<file path="src/rtl/q_max_select_if.sv">
// Request, result and Q-table read-port bundle for q_max_select.
// master: requester plus Q-table side; slave: the selector itself.
interface q_max_select_if;
    logic        start;
    logic [5:0]  maze_state;
    logic [5:0]  q_rd_state;
    logic [3:0]  q_rd_action;
    logic [31:0] q_rd_data;
    logic [31:0] max_Q;
    logic [3:0]  action;
    logic        done;
    logic        busy;
    logic        invalid;
    logic        explored;

    modport master (
        output start, maze_state, q_rd_data,
        input  q_rd_state, q_rd_action, max_Q, action, done, busy, invalid, explored
    );

    modport slave (
        input  start, maze_state, q_rd_data,
        output q_rd_state, q_rd_action, max_Q, action, done, busy, invalid, explored
    );
endinterface

</file>
<file path="src/rtl/q_max_select.sv">
// Greedy action selector / max-Q reader: scans a state's Q entries and returns the argmax.
// Optional epsilon-greedy exploration is enabled by defining QSEL_EXPLORE_EN.
module q_max_select #(
    parameter int unsigned NUM_STATES  = 37,
    parameter int unsigned NUM_ACTIONS = 4,
    parameter logic [7:0]  EPSILON     = 8'd26
) (
    input logic            clk,
    input logic            rst,
    q_max_select_if.slave  bus
);
    typedef enum logic [1:0] {IDLE, RD, LAST, DONE} state_t;

    localparam logic [6:0] STATE_LIMIT = 7'(NUM_STATES);
    localparam logic [3:0] LAST_ACT    = 4'(NUM_ACTIONS - 1);

    state_t             state;
    logic               cap_invalid;
    logic signed [31:0] best;
    logic [3:0]         best_act;

    logic               bad_state;
    logic               word_valid;
    logic [3:0]         word_idx;
    logic               take;

    logic               explore_en;
    logic [9:0]         rnd;
    logic               explore_hit;

`ifdef QSEL_EXPLORE_EN
    logic [15:0] lfsr;

    always_ff @(posedge clk or posedge rst) begin
        if (rst) begin
            lfsr <= 16'hACE1;
        end else begin
            lfsr <= {lfsr[14:0], lfsr[15] ^ lfsr[13] ^ lfsr[12] ^ lfsr[10]};
        end
    end

    assign explore_en = 1'b1;
    assign rnd        = lfsr[9:0];
`else
    assign explore_en = 1'b0;
    assign rnd        = '0;
`endif

    assign explore_hit = explore_en && (rnd[7:0] < EPSILON);
    assign bad_state   = ({1'b0, bus.maze_state} >= STATE_LIMIT);

    // Read data lags the address by one cycle: in RD the returned word belongs to
    // the previous action; in LAST it belongs to the final action still on the port.
    always_comb begin
        word_valid = 1'b0;
        word_idx   = '0;
        if (state == RD && bus.q_rd_action != 4'd0) begin
            word_valid = 1'b1;
            word_idx   = 4'(bus.q_rd_action - 4'd1);
        end else if (state == LAST) begin
            word_valid = 1'b1;
            word_idx   = bus.q_rd_action;
        end
    end

    assign take = word_valid && ((word_idx == 4'd0) || ($signed(bus.q_rd_data) > best));

    always_ff @(posedge clk or posedge rst) begin
        if (rst) begin
            state           <= IDLE;
            cap_invalid     <= 1'b0;
            best            <= '0;
            best_act        <= '0;
            bus.q_rd_state  <= '0;
            bus.q_rd_action <= '0;
            bus.max_Q       <= '0;
            bus.action      <= '0;
            bus.done        <= 1'b0;
            bus.busy        <= 1'b0;
            bus.invalid     <= 1'b0;
            bus.explored    <= 1'b0;
        end else begin
            if (take) begin
                best     <= $signed(bus.q_rd_data);
                best_act <= word_idx;
            end

            case (state)
                IDLE: begin
                    bus.done <= 1'b0;
                    bus.busy <= bus.start;
                    if (bus.start) begin
                        cap_invalid <= bad_state;
                        if (bad_state) begin
                            state <= DONE;
                        end else begin
                            bus.q_rd_state  <= bus.maze_state;
                            bus.q_rd_action <= '0;
                            state           <= RD;
                        end
                    end
                end
                RD: begin
                    if (bus.q_rd_action == LAST_ACT) begin
                        state <= LAST;
                    end else begin
                        bus.q_rd_action <= bus.q_rd_action + 4'd1;
                    end
                end
                LAST: begin
                    state <= DONE;
                end
                DONE: begin
                    bus.max_Q    <= cap_invalid ? '0 : best;
                    bus.invalid  <= cap_invalid;
                    bus.explored <= !cap_invalid && explore_hit;
                    if (cap_invalid) begin
                        bus.action <= '0;
                    end else if (explore_hit) begin
                        bus.action <= {2'b00, rnd[9:8]};
                    end else begin
                        bus.action <= best_act;
                    end
                    bus.done <= 1'b1;
                    state    <= IDLE;
                end
                default: state <= IDLE;
            endcase
        end
    end
endmodule

</file>
<file path="src/flat_wrapper.sv">
// flat-port wrapper written by rule: the top's interface ports become plain ports
module q_max_select_flat 
#(
    parameter int unsigned NUM_STATES  = 37,
    parameter int unsigned NUM_ACTIONS = 4,
    parameter logic [7:0]  EPSILON     = 8'd26
)
  (clk, rst, bus_start, bus_maze_state, bus_q_rd_data, bus_q_rd_state, bus_q_rd_action, bus_max_Q, bus_action, bus_done, bus_busy, bus_invalid, bus_explored);
  q_max_select_if bus_i ();
  input logic clk;
  input logic rst;
  input wire logic [$bits(bus_i.start)-1:0] bus_start;
  input wire logic [$bits(bus_i.maze_state)-1:0] bus_maze_state;
  input wire logic [$bits(bus_i.q_rd_data)-1:0] bus_q_rd_data;
  output wire logic [$bits(bus_i.q_rd_state)-1:0] bus_q_rd_state;
  output wire logic [$bits(bus_i.q_rd_action)-1:0] bus_q_rd_action;
  output wire logic [$bits(bus_i.max_Q)-1:0] bus_max_Q;
  output wire logic [$bits(bus_i.action)-1:0] bus_action;
  output wire logic [$bits(bus_i.done)-1:0] bus_done;
  output wire logic [$bits(bus_i.busy)-1:0] bus_busy;
  output wire logic [$bits(bus_i.invalid)-1:0] bus_invalid;
  output wire logic [$bits(bus_i.explored)-1:0] bus_explored;
  assign bus_i.start = bus_start;
  assign bus_i.maze_state = bus_maze_state;
  assign bus_i.q_rd_data = bus_q_rd_data;
  assign bus_q_rd_state = bus_i.q_rd_state;
  assign bus_q_rd_action = bus_i.q_rd_action;
  assign bus_max_Q = bus_i.max_Q;
  assign bus_action = bus_i.action;
  assign bus_done = bus_i.done;
  assign bus_busy = bus_i.busy;
  assign bus_invalid = bus_i.invalid;
  assign bus_explored = bus_i.explored;
  q_max_select #(.NUM_STATES(NUM_STATES), .NUM_ACTIONS(NUM_ACTIONS), .EPSILON(EPSILON)) u_core (.clk(clk), .rst(rst), .bus(bus_i));
endmodule
</file>
<file path="config.mk">
export PLATFORM = sky130hd
export DESIGN_NAME = q_max_select_flat
export DESIGN_NICKNAME = d
export VERILOG_FILES = /design/src/rtl/q_max_select_if.sv /design/src/rtl/q_max_select.sv /design/src/flat_wrapper.sv
export SDC_FILE = /design/constraint.sdc
export NUM_CORES = 1
export LEC_CHECK = 0
export CAP_MARGIN = 20
export CORE_MARGIN = 5
export CORE_UTILIZATION = 53
export CTS_BUF_LIST = sky130_fd_sc_hd__clkbuf_4 sky130_fd_sc_hd__clkbuf_8
export DETAILED_ROUTE_END_ITERATION = 10
export PLACE_DENSITY = 0.89
export SLEW_MARGIN = 10
export SYNTH_ARGS = -nofsm -noshare
export SYNTH_HDL_FRONTEND = slang
export SYNTH_SLANG_ARGS = --single-unit
</file>
<file path="constraint.sdc">
create_clock -name clk -period 3.7 [get_ports clk]
set_clock_uncertainty 0.05 [all_clocks]
set_input_delay 0.74 -clock clk [delete_from_list [all_inputs] [get_ports clk]]
set_output_delay 0.74 -clock clk [all_outputs]
set_load 0.01 [all_outputs]
</file>
==> results.md <==
* Top achievable clock speed at 299 MHz
* Share of total power consumed by net switching at 39.6%
* Starting utilization of the core area at 54.8%
* Min cycle time layout at 3340 ps
* Share of the synthesized area in the top cell type at 48.7%
* Worst Reg-to-Reg Cells at 10
* Required time of the critical path at 3880 ps
* Post-Synthesis Cells at 442
* Post-place setup slack at -30.0 ps
* DIE AREA at 10,500 um^2
* Part of the Yosys area used for sequential elements at 48.7%
* Synthesized net count at 522
* Number of DRC violations after detailed routing at 0
* Hold Violations, Final at 0
* RSZ-0062 raised after global routing: false
* Sort of element at the end of the critical path: register
* TritonCTS clock tree: yes
* Min-delay src: u_core.best_act[3]
* Post-cts resize count at 0
* Power density of the placed cells at 890 nW/um^2
* Post-synthesis async set-or-reset flop share at 100%
* Number of library cell types mapped by synthesis at 39
* Vias in the first global route at 3,679
* Post-synth EDFFs at 0
* Ratio of cells with drive above 1 in the final layout at 7.62%
* Synth area leader: sky130_fd_sc_hd__dfrtp_1
* Leading cell type by number of instances after synthesis: sky130_fd_sc_hd__dfrtp_1
* Critical Path AT at 3520 ps
* Number of vias per cell at 5.37
* Count of endpoints failing setup in the final report at 0
* Number of buffers added on ports at 89
* Relative slew margins at 47.0%
* Post-route fraction of the period consumed by the critical path at 90.3%
* Post-Syn Area per Cell at 10.2 um^2
* Detailed-routing iteration count for the pre-antenna-repair pass at 4
* Buffer depth of the longest clock path at 2
* Status: finished clean
* Capturing point of the worst reg2reg path: u_core.best[19]
* Final hold slack at 440 ps
* Number of CTS-inserted buffers at 9
* Antenna violations before repair at 0
* Kind of launch point of the worst setup path: input port
* VDD IR max at 513 uV
* NetSw at 2.00 mW
* Pin count of the biggest net entering global routing at 46
* Aggregate global-route resource usage at 20.7%
* Final ANT Viol Nets at 0
* Hold buffers post-CTS at 0
* Internal power at 3.06 mW
* Clock group share of total power at 11.4%
* Layout net count at 614
* Worst-Skew Late Latency at 350 ps
* Leading register cell type out of synthesis: sky130_fd_sc_hd__dfrtp_1
* Reg2reg start: u_core.bus.q_rd_action[0]
* Half-perimeter wire length after detailed placement at 7.70 mm
* Area growth, synth to finish at 26.0%
* Number of max-cap violations at 0
* Number of ports placed on the die boundary at 91
* Commonest cells in the synthesized netlist: sky130_fd_sc_hd__dfrtp_1 (88), sky130_fd_sc_hd__inv_1 (78), sky130_fd_sc_hd__nand2_1 (48), sky130_fd_sc_hd__ha_1 (39), sky130_fd_sc_hd__mux2_1 (30)
* Iter 0 DRT Violations at 154
* Total of flip-flops plus latches after synthesis at 88
* Transition time of the tightest slew-check pin at 794 ps
* Total congestion overflow at 0
* Comb pwr share at 54.3%
* Pins over their slew limit at 0
* Clk root buf: sky130_fd_sc_hd__clkbuf_8
* Number of stages on the worst hold path at 2
* Crit-path max FO at 14
* LEAKAGE at 2.66 nW
* Die boundary height at 102 um
* Capture endpoint of the worst hold path: u_core.bus.action[3]
* Layout Utilization at 69.0%
* Weighted congestion at the end of routability-driven global placement at 0.841
* Die width at 102 um
* Setup fix buffers added after clock tree synthesis at 0
* Maximum level of the CTS H-tree at 3
* Setup total negative slack at 0 ps
* Row cnt at 33
* Wire length of the first global-routing pass at 16.9 mm
* Biggest area contributors in the synthesized netlist: sky130_fd_sc_hd__dfrtp_1 (49%), sky130_fd_sc_hd__ha_1 (11%), sky130_fd_sc_hd__mux2_1 (7.5%)
* Path type of the worst setup path: in -> reg
* Clock sink count at 88
* Final setup slack of the worst path at 360 ps
* Post-detailed-route wirelength per cell at 15.9 um
* Total of warnings raised by yosys at 0
* Standard cell core area at 8260 um^2
* Final wirelength at 10.3 mm
* Number of antenna cells inserted at 0
* Number of vias after detailed routing at 3,455
* Sequential cell fraction of total power at 34.3%
* Clock-pin slew reported for the worst setup and hold paths after clock tree synthesis at 80 ps
* Hold Crit Class: reg -> reg
* Synthesized area at 4520 um^2
* Flop-to-flop setup slack at 740 ps
per-layer routing:
metal  global-route usage [%]  vias up  wire [um]
met4                     8.07        0        143
met3                     4.03       12        610
met1                     25.5     1656       4270
li1                         -     1687          -
met5                        0        -          0
met2                     35.7      100       5230
how the worst max path moves through the flow:
stage	startpoint	endpoint	slack [ps]	cells after the start
2_1_floorplan	bus_q_rd_data[30]	u_core.best[0]	480	9
3_3_place_gp	bus_q_rd_data[30]	u_core.best[26]	70	10
3_5_place_dp	bus_q_rd_data[23]	u_core.best[19]	-30	10
4_1_cts	bus_q_rd_data[23]	u_core.best[19]	350	10
5_1_grt	bus_q_rd_data[23]	u_core.best[19]	240	10
6_report	bus_q_rd_data[31]	u_core.best[19]	360	10
worst max-delay path, cell delays in order:
cell and delay (ps):
sky130_fd_sc_hd__clkdlybuf4s50_1 460, sky130_fd_sc_hd__ha_1 330, sky130_fd_sc_hd__nand4_1 150, sky130_fd_sc_hd__nor2_1 70
sky130_fd_sc_hd__a221o_1 320, sky130_fd_sc_hd__a211o_1 280, sky130_fd_sc_hd__o311a_1 380, sky130_fd_sc_hd__nor3_4 150
sky130_fd_sc_hd__buf_4 260, sky130_fd_sc_hd__mux2_1 360
cell type report:
class,instances,area (um^2)
Tap cell,105,131
Inverter,78,294
Sequential cell,88,2200
Timing Repair Buffer,97,963
Fill cell,617,2560
Clock inverter,4,22.5
Multi-Input combinational cell,260,1940
Clock buffer,11,139
sequential cells by signal (all words and copies together) (netlist names), 2 cells and up:
register                flops
u_core.best                32
u_core.bus.max_Q           32
u_core.bus.q_rd_state       6
u_core.best_act             4
u_core.bus.action           4
u_core.bus.q_rd_action      4
u_core.state                2
cells by family (layout without fill, tap and decap cells):
kind of cell | after synthesis | count (layout) | synth area share [%]
fa+ha+maj | 39 | 39 | 10.8
xor+xnor | 4 | 4 | 0.775
other cells | 1 | 1 | 0.0829
simple gates | 92 | 92 | 9.82
mux | 43 | 43 | 10.7
compound gates | 81 | 81 | 10.7
buf+inv | 94 | 190 | 8.38
flops | 88 | 88 | 48.7
placed cells by master, fill, tap and decap left out, types with 2 or more instances in the layout:
| master | netlist | final |
|---|---|---|
| sky130_fd_sc_hd__o22ai_1 | 27 | 27 |
| sky130_fd_sc_hd__ha_1 | 39 | 38 |
| sky130_fd_sc_hd__nor2_1 | 5 | 5 |
| sky130_fd_sc_hd__nand4_1 | 9 | 9 |
| sky130_fd_sc_hd__clkbuf_4 | 0 | 2 |
| sky130_fd_sc_hd__a21oi_1 | 18 | 18 |
| sky130_fd_sc_hd__nor2b_1 | 4 | 4 |
| sky130_fd_sc_hd__nor3b_1 | 2 | 2 |
| sky130_fd_sc_hd__nand2_1 | 48 | 48 |
| sky130_fd_sc_hd__clkbuf_8 | 0 | 9 |
| sky130_fd_sc_hd__xnor2_1 | 4 | 4 |
| sky130_fd_sc_hd__o21ai_0 | 22 | 22 |
| sky130_fd_sc_hd__dfrtp_1 | 88 | 88 |
| sky130_fd_sc_hd__nor3_1 | 6 | 6 |
| sky130_fd_sc_hd__clkdlybuf4s50_1 | 0 | 89 |
| sky130_fd_sc_hd__inv_1 | 78 | 77 |
| sky130_fd_sc_hd__clkinv_2 | 0 | 4 |
| sky130_fd_sc_hd__a21o_1 | 3 | 3 |
| sky130_fd_sc_hd__or4_1 | 3 | 3 |
| sky130_fd_sc_hd__mux2_1 | 30 | 30 |
| sky130_fd_sc_hd__buf_4 | 1 | 7 |
| sky130_fd_sc_hd__mux2_2 | 13 | 13 |
| sky130_fd_sc_hd__nand3_1 | 9 | 9 |
| sky130_fd_sc_hd__o31ai_1 | 2 | 2 |
power by group through the flow:
stage          sequential (mW)  clock, mW  combinational, mW
2_1_floorplan             1.79          0               1.75
3_3_place_gp              1.72          0               2.60
3_5_place_dp              1.75          0               2.76
4_1_cts                   1.74      0.588               2.78
5_1_grt                   1.80      0.631               3.05
6_report                  1.74      0.576               2.75
per-stage QoR:
step / area (um^2) / instances / total power [mW]
floorplan: 4520 / 442 / 3.54
global placement: 5530 / 628 / 4.32
detailed placement: 5530 / 628 / 4.52
CTS: 5700 / 643 / 5.11
global route: 5700 / 643 / 5.48
finish: 5700 / 643 / 5.07
Power figures use the tool's default switching activity.
